[src/rtl/flash_arb.sv]
// Purpose: two-port round-robin arbiter/sequencer sharing one SPI flash controller (port 0 = CPU, port 1 = boot loader).
// Latency: strobe 1 cycle after grant; ack 2 cycles after busy is sampled low, or START_TIMEOUT+2 cycles after the strobe if busy never rises.
// Backpressure: requesters hold req until their ack pulse; no grant while flash_busy is high. Define FLASH_ARB_FIXED_PRIO_EN for strict port-0 priority.
module flash_arb #(
    parameter int START_TIMEOUT = 8,
    parameter int TO_W          = 4
) (
    input  logic        clk,
    input  logic        reset_n,
    input  logic        req0,
    input  logic        we0,
    input  logic [15:0] addr0,
    input  logic [7:0]  wdata0,
    output logic        ack0,
    input  logic        req1,
    input  logic        we1,
    input  logic [15:0] addr1,
    input  logic [7:0]  wdata1,
    output logic        ack1,
    output logic [7:0]  rdata,
    output logic        err,
    output logic        gnt,
    output logic        active,
    output logic        flash_read,
    output logic        flash_write,
    output logic [15:0] flash_addr,
    output logic [7:0]  flash_din,
    input  logic [7:0]  flash_dout,
    input  logic        flash_busy
);

    typedef enum logic [2:0] {
        ST_IDLE,
        ST_ISSUE,
        ST_WAIT_BUSY,
        ST_WAIT_DONE,
        ST_DONE
    } state_t;

    state_t            state_q, state_d;
    logic [TO_W-1:0]   cnt_q, cnt_d;
    logic              err_pend_q, err_pend_d;
    logic              ack0_q, ack0_d;
    logic              ack1_q, ack1_d;
    logic              err_q, err_d;
    logic [7:0]        rdata_q, rdata_d;
    logic              gnt_q, gnt_d;
    logic              active_q, active_d;
    logic              flash_read_q, flash_read_d;
    logic              flash_write_q, flash_write_d;
    logic [15:0]       flash_addr_q, flash_addr_d;
    logic [7:0]        flash_din_q, flash_din_d;
`ifndef FLASH_ARB_FIXED_PRIO_EN
    logic              last_gnt_q, last_gnt_d;
`endif

    logic              grant_vld;
    logic              sel;
    logic              sel_we;

    // Port selection: only meaningful when grant_vld is set
    always_comb begin
        sel = 1'b0;
`ifdef FLASH_ARB_FIXED_PRIO_EN
        sel = !req0;
`else
        if (req0 && req1) begin
            sel = !last_gnt_q;
        end else begin
            sel = !req0;
        end
`endif
        sel_we    = sel ? we1 : we0;
        grant_vld = !flash_busy && (req0 || req1);
    end

    // All state and output flops; reset abandons any transaction silently
    always_ff @(posedge clk or negedge reset_n) begin
        if (!reset_n) begin
            state_q       <= ST_IDLE;
            cnt_q         <= '0;
            err_pend_q    <= 1'b0;
            ack0_q        <= 1'b0;
            ack1_q        <= 1'b0;
            err_q         <= 1'b0;
            rdata_q       <= '0;
            gnt_q         <= 1'b0;
            active_q      <= 1'b0;
            flash_read_q  <= 1'b0;
            flash_write_q <= 1'b0;
            flash_addr_q  <= '0;
            flash_din_q   <= '0;
`ifndef FLASH_ARB_FIXED_PRIO_EN
            last_gnt_q    <= 1'b1;
`endif
        end else begin
            state_q       <= state_d;
            cnt_q         <= cnt_d;
            err_pend_q    <= err_pend_d;
            ack0_q        <= ack0_d;
            ack1_q        <= ack1_d;
            err_q         <= err_d;
            rdata_q       <= rdata_d;
            gnt_q         <= gnt_d;
            active_q      <= active_d;
            flash_read_q  <= flash_read_d;
            flash_write_q <= flash_write_d;
            flash_addr_q  <= flash_addr_d;
            flash_din_q   <= flash_din_d;
`ifndef FLASH_ARB_FIXED_PRIO_EN
            last_gnt_q    <= last_gnt_d;
`endif
        end
    end

    // Next-state: one pass IDLE -> ISSUE -> WAIT_BUSY -> (WAIT_DONE) -> DONE
    always_comb begin
        state_d = state_q;
        case (state_q)
            ST_IDLE: begin
                if (grant_vld) begin
                    state_d = ST_ISSUE;
                end
            end
            ST_ISSUE: begin
                state_d = ST_WAIT_BUSY;
            end
            ST_WAIT_BUSY: begin
                if (flash_busy) begin
                    state_d = ST_WAIT_DONE;
                end else if (cnt_q == TO_W'(START_TIMEOUT - 1)) begin
                    state_d = ST_DONE;
                end
            end
            ST_WAIT_DONE: begin
                if (!flash_busy) begin
                    state_d = ST_DONE;
                end
            end
            ST_DONE: begin
                state_d = ST_IDLE;
            end
            default: begin
                state_d = ST_IDLE;
            end
        endcase
    end

    // Datapath and registered outputs; strobes and ack default low so each is a single-cycle pulse
    always_comb begin
        cnt_d         = cnt_q;
        err_pend_d    = err_pend_q;
        ack0_d        = 1'b0;
        ack1_d        = 1'b0;
        err_d         = 1'b0;
        rdata_d       = rdata_q;
        gnt_d         = gnt_q;
        active_d      = active_q;
        flash_read_d  = 1'b0;
        flash_write_d = 1'b0;
        flash_addr_d  = flash_addr_q;
        flash_din_d   = flash_din_q;
`ifndef FLASH_ARB_FIXED_PRIO_EN
        last_gnt_d    = last_gnt_q;
`endif
        case (state_q)
            ST_IDLE: begin
                if (grant_vld) begin
                    gnt_d         = sel;
                    flash_addr_d  = sel ? addr1 : addr0;
                    flash_din_d   = sel ? wdata1 : wdata0;
                    flash_write_d = sel_we;
                    flash_read_d  = !sel_we;
                    active_d      = 1'b1;
`ifndef FLASH_ARB_FIXED_PRIO_EN
                    last_gnt_d    = sel;
`endif
                end
            end
            ST_ISSUE: begin
                cnt_d = '0;
            end
            ST_WAIT_BUSY: begin
                if (!flash_busy) begin
                    if (cnt_q == TO_W'(START_TIMEOUT - 1)) begin
                        err_pend_d = 1'b1;
                    end else begin
                        cnt_d = cnt_q + TO_W'(1);
                    end
                end
            end
            ST_WAIT_DONE: begin
                // Captured for writes too; the requester ignores it then
                if (!flash_busy) begin
                    rdata_d    = flash_dout;
                    err_pend_d = 1'b0;
                end
            end
            ST_DONE: begin
                ack0_d   = !gnt_q;
                ack1_d   = gnt_q;
                err_d    = err_pend_q;
                active_d = 1'b0;
            end
            default: begin
                active_d = 1'b0;
            end
        endcase
    end

    assign ack0        = ack0_q;
    assign ack1        = ack1_q;
    assign err         = err_q;
    assign rdata       = rdata_q;
    assign gnt         = gnt_q;
    assign active      = active_q;
    assign flash_read  = flash_read_q;
    assign flash_write = flash_write_q;
    assign flash_addr  = flash_addr_q;
    assign flash_din   = flash_din_q;

endmodule

[config.mk]
export PLATFORM = sky130hd
export DESIGN_NAME = flash_arb
export DESIGN_NICKNAME = d
export VERILOG_FILES = /design/src/rtl/flash_arb.sv
export SDC_FILE = /design/constraint.sdc
export NUM_CORES = 1
export LEC_CHECK = 0
export CORE_ASPECT_RATIO = 0.8
export CORE_MARGIN = 10
export CORE_UTILIZATION = 39
export CTS_BUF_LIST = sky130_fd_sc_hd__clkbuf_2
export CTS_CLUSTER_DIAMETER = 30
export DETAILED_ROUTE_END_ITERATION = 16
export GPL_ROUTABILITY_DRIVEN = 0
export GPL_TIMING_DRIVEN = 0
export PLACE_DENSITY = 0.81
export SKIP_CTS_REPAIR_TIMING = 1
export SYNTH_ARGS = -nofsm -noshare
export SYNTH_HDL_FRONTEND = slang
export SYNTH_SLANG_ARGS = --single-unit
[constraint.sdc]
create_clock -name clk -period 1.75 [get_ports clk]
set_clock_uncertainty 0.2 [all_clocks]
set_input_delay 0.175 -clock clk [delete_from_list [all_inputs] [get_ports clk]]
set_output_delay 0.175 -clock clk [all_outputs]
set_load 0.02 [all_outputs]
==> out/results.md <==
| Item | This run | Unit |
|---|---|---|
| Result of the run | finished, violations left | - |
| Failing checks | setup timing | - |
| Worst VDD drop | 0.563 | mV |
| Violation count after the first detailed-route iteration | 115 | - |
| Die Y | 89.4 | um |
| Share of cells above drive strength 1 | 0.189 | - |
| Worst Hold Depth | 4 | - |
| Std-Cell Core Area | 0.00588 | sq mm |
| Cell area after technology mapping | 0.00235 | sq mm |
| F_max | 549 | MHz |
| Top area cells in the synthesized netlist | dfrtp_1, a31oi_1, nand3b_1, o21ai_0, mux2_2 | - |
| CTS clock-pin slew for the worst setup and hold paths | 0.23 | ns |
| Max Fanout on Critical Path | 6 | - |
| Simple-Gate Fraction of Synth Area | 0.155 | - |
| Final cell count without fillers | 430 | - |
| Flip-flop cell with the highest count after synthesis | dfrtp_1 | - |
| Number of antenna violations at the first check in global routing | 0 | - |
| Seq/Total Area, Yosys | 0.512 | - |
| Combinational group share of total power | 0.551 | - |
| Worst Reg2Reg Path Length in Cells | 5 | - |
| Total leakage power | 1.86 | nW |
| Number of sinks on the clock net | 48 | - |
| Total Routing Usage GR | 0.147 | - |
| Share of cell area taken by muxes after synthesis | 0.0522 | - |
| Largest net degree at the start of global routing | 35 | - |
| RSZ-0062 raised after global routing | true | - |
| Switching power of the nets | 2.13 | mW |
| Die Outline Area | 0.00954 | sq mm |
| Antenna fix cells | 0 | - |
| GR met3 Demand/Resource | 0.0706 | - |
| Slew @ Worst Pin | 0.622 | ns |
| Part of the total power dissipated in the clock network | 0.107 | - |
| Worst Path Class, Setup | flip-flop to flip-flop | - |
| M1 GR Usage | 0.174 | - |
| Number of hold-slack violations in the final timing report | 0 | - |
| Share of the synthesized netlist area taken by xor and xnor gates | 0 | - |
| WHS | 0.0537 | ns |
| Worst hold endpoint | flash_din[0] | - |
| Htree depth | 2 | - |
| Fraction of the mapped netlist area in adder cells | 0.00533 | - |
| Reg2reg start | state_q[2] | - |
| CP required | 1.87 | ns |
| I/O pin count | 102 | - |
| Data arrival at the endpoint of the critical path | 1.94 | ns |
| Final Net Count | 412 | - |
| Final Cycle Share | 1.04 | - |
| Category of the worst setup path capture point | flip-flop | - |
| Maximum clock path buffer count | 2 | - |
| Async set-reset flop share out of synthesis | 1.00 | - |
| Dominant cell type by area after synthesis | dfrtp_1 | - |
| Combined area of the multi-input logic cells | 0.00103 | sq mm |
| Post-Route WL | 7410 | um |
| Met2 Resource Use GR | 0.236 | - |
| Dpl cell area | 0.00346 | sq mm |
| CTS tree | built | - |
| Site row count | 25 | - |
| Class of the most critical hold timing path | primary input to flip-flop | - |
| Synthesized netlist net count | 288 | - |
| Synth Area per Inst | 10.5 | sq um |
| Detailed placer's ending HPWL | 5590 | um |
| Power after layout | 5.48 | mW |
| Wire length per cell after detailed routing | 17.2 | um |
| Number of buffers added by the clock tree synthesis step | 5 | - |
| Area overhead of the layout relative to synthesis | 62.6 | % |
| Detailed-route DRC error count | 0 | - |
| Post-layout minimum cycle time | 1.82 | ns |
| Setup-violating endpoint count in the final report | 4 | - |
| Initial core utilization | 0.399 | - |
| First-pass GRT wire length | 11200 | um |
| Syn. warnings | 0 | - |
| Count of flip-flops with a built-in enable after synthesis | 0 | - |
| Switching part of the total power | 0.389 | - |
| Min-Delay Startpoint | req0 | - |
| Via count of the first global-routing pass | 2288 | - |
| Router iterations before antenna repair | 4 | - |
| Total overflow reported by the global router | 0 | - |
| Final number of max-transition violations | 0 | - |
| Relative max-transition margin | 0.584 | - |
| PnR worst setup slack | -0.0705 | ns |
| Root buffer cell | clkbuf_2 | - |
| Count of different cell masters after synthesis | 38 | - |
| Design Area, Final | 0.00382 | sq mm |
| Sequential fraction of design power | 0.343 | - |
| Areal power density over the cells | 1440 | mW/mm^2 |
| Clock latency of the later-clocked register in the worst-skew pair | 0.40 | ns |
| CP Launch Type | flip-flop | - |
| Pre-CTS setup slack | -0.382 | ns |
| Overall die width | 107 | um |
| I/O Buffers | 100 | - |
| Total of flip-flops plus latches after synthesis | 48 | - |
| Cells after DPL | 406 | - |
| Final antenna-violating net count | 0 | - |
| Yosys top cell area share | 0.501 | - |
| Reg2Reg Setup Slack | -0.07 | ns |
| Final-layout fill cell count | 490 | - |
| Max-cap violations | 0 | - |
| Reg-to-Reg End | cnt_q[2] | - |
| Largest family of logic cells by synthesized area | compound AO/OA/AOI/OAI gates | - |
| Register area | 0.00120 | sq mm |
| Vias post-DR | 2250 | - |
| Compound-cell area share of the yosys netlist | 0.219 | - |
| Layer carrying the most global-route usage | met2 | - |
| Power Internal | 3.35 | mW |
| Avg Vias per Cell | 5.23 | - |
| Cell count after synthesis | 224 | - |
[worst max-delay path: stages, from the launching register on]
cell and delay (ns):
dfrtp_1 0.43, buf_6 0.13, or3b_4 0.41, o31ai_4 0.35
buf_4 0.17, o211ai_2 0.06
[stage by stage]
step	setup TNS [ns]	utilization
finish	-0.132	0.649
global placement	-57.91	0.587
detailed placement	-10.82	0.589
floorplan	0	-
global route	-0.790	0.649
CTS	-7.77	0.600
[final cells by class]
cell class	count	share of cell area
repair buffers	118	0.328
plain buffers	22	0.0367
inverters	6	0.00590
well taps	81	0.0266
flip-flops and latches	48	0.316
clock inverters	2	0.00918
clock buffers	6	0.00787
multi-input cells	147	0.270
[power by group through the flow]
stage	registers [mW]	clock network [mW]	logic, mW
finish	1.88	0.584	3.02
global route	1.94	0.662	3.27
CTS	1.92	0.608	2.89
detailed placement	1.95	0	2.88
global placement	1.91	0	2.83
floorplan	2.41	0	1.07
[worst max path at each step]
stage                     from             to  slack [ns]  cells after the start
finish              state_q[2]       cnt_q[2]       -0.07                      5
global placement       reset_n  flash_addr[5]       -1.02                      1
CTS                 state_q[2]       rdata[5]       -0.23                      5
detailed placement  flash_busy       rdata[5]       -0.38                      5
global route        state_q[2]       cnt_q[1]       -0.15                      4
floorplan           state_q[2]       rdata[0]        0.01                      5
[per-layer routing]
layer	vias up	routed length, um
li1	1091	-
met1	1066	3240
met2	89	3410
met3	4	706
met4	0	47
met5	-	0
[cells in the final DEF, fill, tap and decap left out, types with 10 or more instances in the layout]
master           netlist  layout
clkbuf_2               0      12
mux2_2                10      10
buf_4                  0      15
dfrtp_1               47      45
o21ai_0               25      25
a31oi_1               49      49
dlymetal6s2s_1         0      39
nand3b_1              26      26
clkdlybuf4s50_1        0      60
[synthesized netlist by cell type, drive strengths merged, types with 3 or more instances]
master and n:
a31oi 49, and3 5, buf 9, clkbuf 14, dfrtp 47, inv 6, mux2 10, nand2 3
nand3b 26, nor2 4, o21ai 26
[logic make-up (layout without fill, tap and decap cells)]
group | count (synthesis) | in the layout
compound gates | 83 | 83
simple gates | 52 | 52
flops | 48 | 48
buf+inv | 29 | 154
mux | 11 | 11
fa+ha+maj | 1 | 1
[state kept, by name, indices dropped and copies added (netlist names)]
signal and cells:
last_gnt_q 1, active 1, flash_din 8, state_q 3
err_pend_q 1, err 1, flash_read 1, flash_addr 16
rdata 8, flash_write 1, gnt 1, ack1 1
cnt_q 4, ack0 1
Note: power is estimated with default switching activity, not from simulation.
